[src/rtl/input_cond_pkg.sv]
// Shared definitions for the a/b input conditioner.
// Contents:
//   DEFAULT_SYNC_STAGES, DEFAULT_DEBOUNCE_CYCLES - parameter defaults
//   edge_evt_t  - packed {rise, fall} edge-event pair
//   edge_detect - builds an edge_evt_t from the current and next level
package input_cond_pkg;

   localparam int DEFAULT_SYNC_STAGES     = 2;
   localparam int DEFAULT_DEBOUNCE_CYCLES = 16;

   typedef struct packed {
      logic rise;
      logic fall;
   } edge_evt_t;

   // Evaluated on the next-state level, so the pulse lands on the same edge as the level change
   function automatic edge_evt_t edge_detect(input logic prev, input logic nxt);
      edge_evt_t evt;
      evt.rise = nxt & ~prev;
      evt.fall = ~nxt & prev;
      return evt;
   endfunction

endpackage

[src/rtl/debounce_channel.sv]
// Single-bit synchroniser + debouncer with registered edge pulses.
// Ports:
//   clk       - system clock, rising edge
//   rst_n     - asynchronous active-low reset
//   raw       - asynchronous raw pin
//   level     - debounced level (registered)
//   level_nxt - value level takes on the next edge (for aligned downstream registers)
//   rise/fall - one-cycle pulses on the first cycle level shows its new value
module debounce_channel
   import input_cond_pkg::*;
#(
   parameter int SYNC_STAGES     = DEFAULT_SYNC_STAGES,
   parameter int DEBOUNCE_CYCLES = DEFAULT_DEBOUNCE_CYCLES
) (
   input  logic clk,
   input  logic rst_n,
   input  logic raw,
   output logic level,
   output logic level_nxt,
   output logic rise,
   output logic fall
);

   localparam int CNT_W = $clog2(DEBOUNCE_CYCLES + 1);
   localparam logic [CNT_W-1:0] CNT_MAX = CNT_W'(DEBOUNCE_CYCLES - 1);

   if (SYNC_STAGES < 2 || DEBOUNCE_CYCLES < 1) begin : g_param_check
      $error("debounce_channel: SYNC_STAGES must be >= 2 and DEBOUNCE_CYCLES >= 1");
   end

   logic [SYNC_STAGES-1:0] sync_r;
   logic                   sync_s;
   logic [CNT_W-1:0]       cnt_r;
   logic [CNT_W-1:0]       cnt_nxt_s;
   logic                   level_r;
   logic                   level_nxt_s;
   edge_evt_t              evt_r;

   assign sync_s = sync_r[SYNC_STAGES-1];

   // Synchroniser chain: plain shift, nothing between the flops
   always_ff @(posedge clk or negedge rst_n) begin
      if (!rst_n) begin
         sync_r <= '0;
      end else begin
         sync_r <= {sync_r[SYNC_STAGES-2:0], raw};
      end
   end

   // Debounce next state: any match clears the count, a full run of mismatches flips the level
   always_comb begin
      cnt_nxt_s   = cnt_r;
      level_nxt_s = level_r;
      if (sync_s == level_r) begin
         cnt_nxt_s = '0;
      end else if (cnt_r == CNT_MAX) begin
         level_nxt_s = sync_s;
         cnt_nxt_s   = '0;
      end else begin
         cnt_nxt_s = cnt_r + CNT_W'(1);
      end
   end

   // Level, counter and edge-pulse registers
   always_ff @(posedge clk or negedge rst_n) begin
      if (!rst_n) begin
         cnt_r   <= '0;
         level_r <= 1'b0;
         evt_r   <= '0;
      end else begin
         cnt_r   <= cnt_nxt_s;
         level_r <= level_nxt_s;
         evt_r   <= edge_detect(level_r, level_nxt_s);
      end
   end

   assign level     = level_r;
   assign level_nxt = level_nxt_s;
   assign rise      = evt_r.rise;
   assign fall      = evt_r.fall;

endmodule

[src/rtl/ab_input_conditioner.sv]
// Conditions the two raw pins feeding main.a / main.b: synchronise, debounce,
// and provide one-cycle edge pulses plus a registered a AND b.
// Ports:
//   clk, rst_n        - clock (rising edge), asynchronous active-low reset
//   a_raw, b_raw      - asynchronous raw pins
//   a, b              - debounced levels, to main.a / main.b
//   a_rise, a_fall    - channel A edge pulses
//   b_rise, b_fall    - channel B edge pulses
//   both_hi           - registered a AND b, changes on the same edge as a/b
module ab_input_conditioner
   import input_cond_pkg::*;
#(
   parameter int SYNC_STAGES     = DEFAULT_SYNC_STAGES,
   parameter int DEBOUNCE_CYCLES = DEFAULT_DEBOUNCE_CYCLES
) (
   input  logic clk,
   input  logic rst_n,
   input  logic a_raw,
   input  logic b_raw,
   output logic a,
   output logic b,
   output logic a_rise,
   output logic a_fall,
   output logic b_rise,
   output logic b_fall,
   output logic both_hi
);

   logic a_nxt_s;
   logic b_nxt_s;
   logic both_hi_r;

   debounce_channel #(
      .SYNC_STAGES     (SYNC_STAGES),
      .DEBOUNCE_CYCLES (DEBOUNCE_CYCLES)
   ) u_a (
      .clk       (clk),
      .rst_n     (rst_n),
      .raw       (a_raw),
      .level     (a),
      .level_nxt (a_nxt_s),
      .rise      (a_rise),
      .fall      (a_fall)
   );

   debounce_channel #(
      .SYNC_STAGES     (SYNC_STAGES),
      .DEBOUNCE_CYCLES (DEBOUNCE_CYCLES)
   ) u_b (
      .clk       (clk),
      .rst_n     (rst_n),
      .raw       (b_raw),
      .level     (b),
      .level_nxt (b_nxt_s),
      .rise      (b_rise),
      .fall      (b_fall)
   );

   // both_hi built from next-state levels so it is never a cycle behind a/b
   always_ff @(posedge clk or negedge rst_n) begin
      if (!rst_n) begin
         both_hi_r <= 1'b0;
      end else begin
         both_hi_r <= a_nxt_s & b_nxt_s;
      end
   end

   assign both_hi = both_hi_r;

endmodule
[config.mk]
export PLATFORM = sky130hd
export DESIGN_NAME = ab_input_conditioner
export DESIGN_NICKNAME = d
export VERILOG_FILES = /design/src/rtl/input_cond_pkg.sv /design/src/rtl/debounce_channel.sv /design/src/rtl/ab_input_conditioner.sv
export SDC_FILE = /design/constraint.sdc
export NUM_CORES = 1
export LEC_CHECK = 0
export ABC_CLOCK_PERIOD_IN_PS = 1500
export CORE_UTILIZATION = 50
export CTS_CLUSTER_SIZE = 12
export DETAILED_ROUTE_END_ITERATION = 8
export PLACE_DENSITY = 0.73
export RECOVER_POWER = 25
export SLEW_MARGIN = 20
export SYNTH_ARGS = -nofsm -noshare
export SYNTH_HDL_FRONTEND = slang
export SYNTH_SLANG_ARGS = --single-unit
export TNS_END_PERCENT = 1
[constraint.sdc]
create_clock -name clk -period 1.5 [get_ports clk]
set_input_delay 0.3 -clock clk [delete_from_list [all_inputs] [get_ports clk]]
set_output_delay 0.3 -clock clk [all_outputs]
set_load 0.05 [all_outputs]
; ---- Yosys cells after proc, flatten, opt, wreduce, memory -nomap -nowiden
; Index checks and enable logic that the tools add are counted.
[word_totals]
ramBits = 0
mem_count = 0
elab_cells = 34
romBits = 0
latchBits = 0
ff_bits = 21
[op_classes]
order_cmp = 0
n_shift = 0
mux = 8
bitwise = 9
eq_ne = 4
n_div = 0
reduce_logical = 0
addsub = 2
mul = 0
[op_table]
columns = op, n
row1 = $mux 5, 4
row2 = $add 5x1->5 const B, 2
row3 = $eq 5x4->1 const B, 2
row4 = $and 1x1->1, 5
row5 = $mux 1, 4
row6 = $not 1->1, 4
row7 = $eq 1x1->1, 2

; ---- Logic depth before layout (Yosys ltp)
[depth]
word_depth = 5
mapped_depth = 4

; ---- Modules after synthesis
; From an unflattened synthesis, not the netlist that was laid out.
[unflattened]
hier_cells = 54
area_unflattened_um2 = 779.5
[by_module_without_submodules]
columns = module, area_each_um2, instances, cells_per_inst
row1 = debounce_channel, 374.1, 2, 26
row2 = ab_input_conditioner, 31.3, 1, 2

; ---- Worst setup path before layout
; No wires, ideal clock.
[synth_timing]
path_type = flip-flop to flip-flop
from = register u_b.cnt_r[0]
to = register both_hi_r (netlist: both_hi)
slack_ns = 0.195
path_stages_with_launch = 5
path_buffers = 0
t_arrival_ns = 1.189
path_cell_list = dfrtp_1 -> ha_1 -> nand4b_4 -> mux2_4 -> and2_4
[synth_between]
elab_chain_cells = 4
[synth_lines]
columns = element, line_no
row1 = start: declaration, debounce_channel.sv:33  ; logic [CNT_W-1:0] cnt_r;
row2 = start signal: assignment, debounce_channel.sv:71  ; cnt_r <= cnt_nxt_s;
row3 = $eq 5x4->1, debounce_channel.sv:56  ; end else if (cnt_r == CNT_MAX) begin
row4 = $mux 1, debounce_channel.sv:56
row5 = $mux 1, debounce_channel.sv:54  ; if (sync_s == level_r) begin
row6 = via b_nxt_s, ab_input_conditioner.sv:30  ; logic b_nxt_s;
row7 = $and 1x1->1, ab_input_conditioner.sv:64  ; both_hi_r <= a_nxt_s & b_nxt_s;
row8 = end signal: assignment, ab_input_conditioner.sv:64
row9 = end: declaration, ab_input_conditioner.sv:31  ; logic both_hi_r;
; The timed path passes the listed nets, and every way through them passes these cells.

; ---- Worst setup path after layout
; Ends and elaborated chain as after synthesis.

==> results.md <==
- Max-Cap Viols: 0
- Rel. slew slack: 0.6779
- Detailed Route WL: 1085 um
- Initial Util: 0.5710
- Pwr Density: 900.7 mW/mm^2
- Core area: 0.001383 mm^2
- 1st-pass router iterations: 4
- Resized cells post-CTS: 0
- Area growth, synth to finish: 28.05%
- Die X: 41.74 um
- Synth Register Bits: 21
- Routability cong.: 0.8462
- Crit end category: flip-flop
- Final Util: 0.7312
- Peak Freq: 721.0 MHz
- GR Util All Layers: 0.1579
- Fin crit share: 0.9247
- Max stage delay on crit path: 390 ps
- Global-route wire length before repair: 1966 um
- Reg clk slew, reported paths: 110 ps
- Initial DRC count: 7
- Design area: 0.001011 mm^2
- Vias in the first global route: 453
- Register area share after synthesis: 0.6656
- Yosys warnings: 0
- Setup ws final: 113.0 ps
- Setup CP Type: reg2reg
- Vias per cell: 5.464
- Dpl ws: 135.7 ps
- Clock period minus worst slack: 1387 ps
- Initial antenna violation count: 0
- Hold-fix buffers at CTS: 0
- Residual DRC count: 0
- Congestion Overflow GR: 0
- Fin nets: 76
- Slew @ Worst Pin: 483.1 ps
- Worst-Skew Late Latency: 300 ps
- Cell count after synthesis: 54
- Placed cell areas: 985.9 um^2
- Worst EP required: 1710 ps
- Clock buffers created by TritonCTS: 3
- Outcome: finished, final reports clean
- Syn_nets: 60
- Hold Crit Class: reg2reg
- Post-Route Hold Slack: 359.7 ps
- Row count: 13
- Syn avg cell area: 14.62 um^2
- TritonCTS clock tree: yes
- # setup viols final: 0
- Hpwl dp: 816.6 um
- Leakage Power: 0.5508 nW
- Setup TNS Final: 0 ps
- DR WL/cell: 12.92 um
- CP Launch Type: flip-flop
- Via count: 459
- Die Area: 0.001742 mm^2
- Post-CTS Setup Bufs: 0
- Root Buffer: clkbuf_4
- Largest net degree at the start of global routing: 22
- RSZ-0062 raised after global routing: no
- Critical path peak fanout: 5
- Slew Viols, Final: 0
- Sink Count: 21
- CP arrival: 1600 ps
- H-tree lvl count: 1
- Clock buffer depth: 2
- Count of unique library cells instantiated by Yosys: 14
- Clock skew: 2.182 ps
- Cell Area, Synth: 789.5 um^2
- Share of layout cells above drive strength 1: 0.2609
- Worst vdd ir: 0.0006164 V
- Critical path's slowest cell: dfrtp_1
- I/O pins: 11
- Final Hold Fails: 0
- Die Y: 41.74 um
- Cell Chain, Critical Path: ha_1 -> nand4b_4 -> mux2_4 -> and2_4
- Port bufs: 10
- Ant diodes: 0
- # fillers: 90
- Antenna viol nets, final: 0
registers in the layout (all words and copies together) (netlist names):
name / cells
u_b.sync_r: 2
u_b.fall: 1
u_a.sync_r: 2
u_b.cnt_r: 5
u_b.rise: 1
u_a.fall: 1
both_hi: 1
u_a.rise: 1
u_b.level: 1
u_a.level: 1
u_a.cnt_r: 5
Yosys cell counts:
library cell,instances,share of area
nand3_1,2,0.013
nand2_1,4,0.019
nor2_1,4,0.019
nand4b_4,1,0.030
nand4b_2,1,0.019
and2_4,1,0.011
a31oi_1,2,0.016
xor2_1,6,0.067
mux2_4,2,0.038
and3_2,1,0.0095
ha_1,2,0.032
nor3b_1,4,0.038
dfrtp_1,21,0.67
and2_1,3,0.024
worst max-delay path, delay by kind of cell, from the launching register on:
kind	cells	cell delay, ps
flip-flops	1	390
multiplexers	1	330
AND/OR/NAND/NOR	2	310
adder cells (fa/ha/maj)	1	270
cells by family (layout without fill, tap and decap cells):
kind of cell / Yosys count / after routing / share of synthesized area
flops: 21 / 21 / 0.6656
compound gates: 2 / 2 / 0.01585
buf+inv: 0 / 15 / 0
mux: 2 / 2 / 0.03804
fa+ha+maj: 2 / 2 / 0.03169
xor+xnor: 6 / 6 / 0.06656
simple gates: 21 / 21 / 0.1822
final cells by class:
cell class | instances | area [um^2] | area share
tap | 15 | 18.77 | 0.01856
timing repair buffer | 11 | 175.2 | 0.1733
clock inverter | 1 | 5.005 | 0.004950
clock buffer | 3 | 22.52 | 0.02228
multi-input combinational | 33 | 264.0 | 0.2611
sequential | 21 | 525.5 | 0.5198
placed cells by master (no fill, tap or decap):
master / instances
and2_1: 3
nor2_1: 4
nand4b_2: 1
buf_12: 7
a31oi_1: 2
clkbuf_2: 1
nand2_1: 4
mux2_4: 2
nand3_1: 2
nor3b_1: 4
and3_2: 1
dlygate4sd3_1: 3
and2_4: 1
clkbuf_4: 3
clkinv_2: 1
ha_1: 2
dfrtp_1: 21
nand4b_4: 1
xor2_1: 6
per-stage QoR:
step,instances,total power [W]
after CTS,84,0.0009255
after global placement,80,0.0006586
after global routing,84,0.0009530
final,84,0.0009106
after floorplan,54,0.0006320
after detailed placement,80,0.0006614
power breakdown:
part	leakage [nW]	switching (W)	total [W]	internal, W
Clock	0.0177	0.000164	0.000264	0.0000996
Combinational	0.254	0.0000253	0.0000463	0.0000211
Sequential	0.279	0.0000159	0.000600	0.000584
Total	0.551	0.000206	0.000911	0.000705
metal layers:
metal | part of all wire | vias to the layer above | wire length, um | track usage
li1 | - | 217 | - | -
met4 | 0.033 | 0 | 36 | 0.1161
met5 | 0 | - | 0 | 0
met2 | 0.46 | 13 | 495 | 0.2406
met1 | 0.47 | 224 | 510 | 0.2000
met3 | 0.038 | 5 | 41 | 0.03043
path summary, 6_finish.rpt:
check | to | start | cells after the start | slack, ps
hold reg to reg | u_b.sync_r[1]$_DFF_PN0_ | u_b.sync_r[0]$_DFF_PN0_ | 0 | 360
hold / removal | u_b.sync_r[1]$_DFF_PN0_ | u_b.sync_r[0]$_DFF_PN0_ | 0 | 360
min in group asynchronous | u_b.cnt_r[2]$_DFF_PN0_ | rst_n | 2 | 470
setup reg to reg | both_hi$_DFF_PN0_ | u_b.cnt_r[0]$_DFF_PN0_ | 4 | 110
setup / recovery | both_hi$_DFF_PN0_ | u_b.cnt_r[0]$_DFF_PN0_ | 4 | 110
max in group asynchronous | u_b.cnt_r[0]$_DFF_PN0_ | rst_n | 2 | 710
Note: power is estimated with default switching activity, not from simulation.
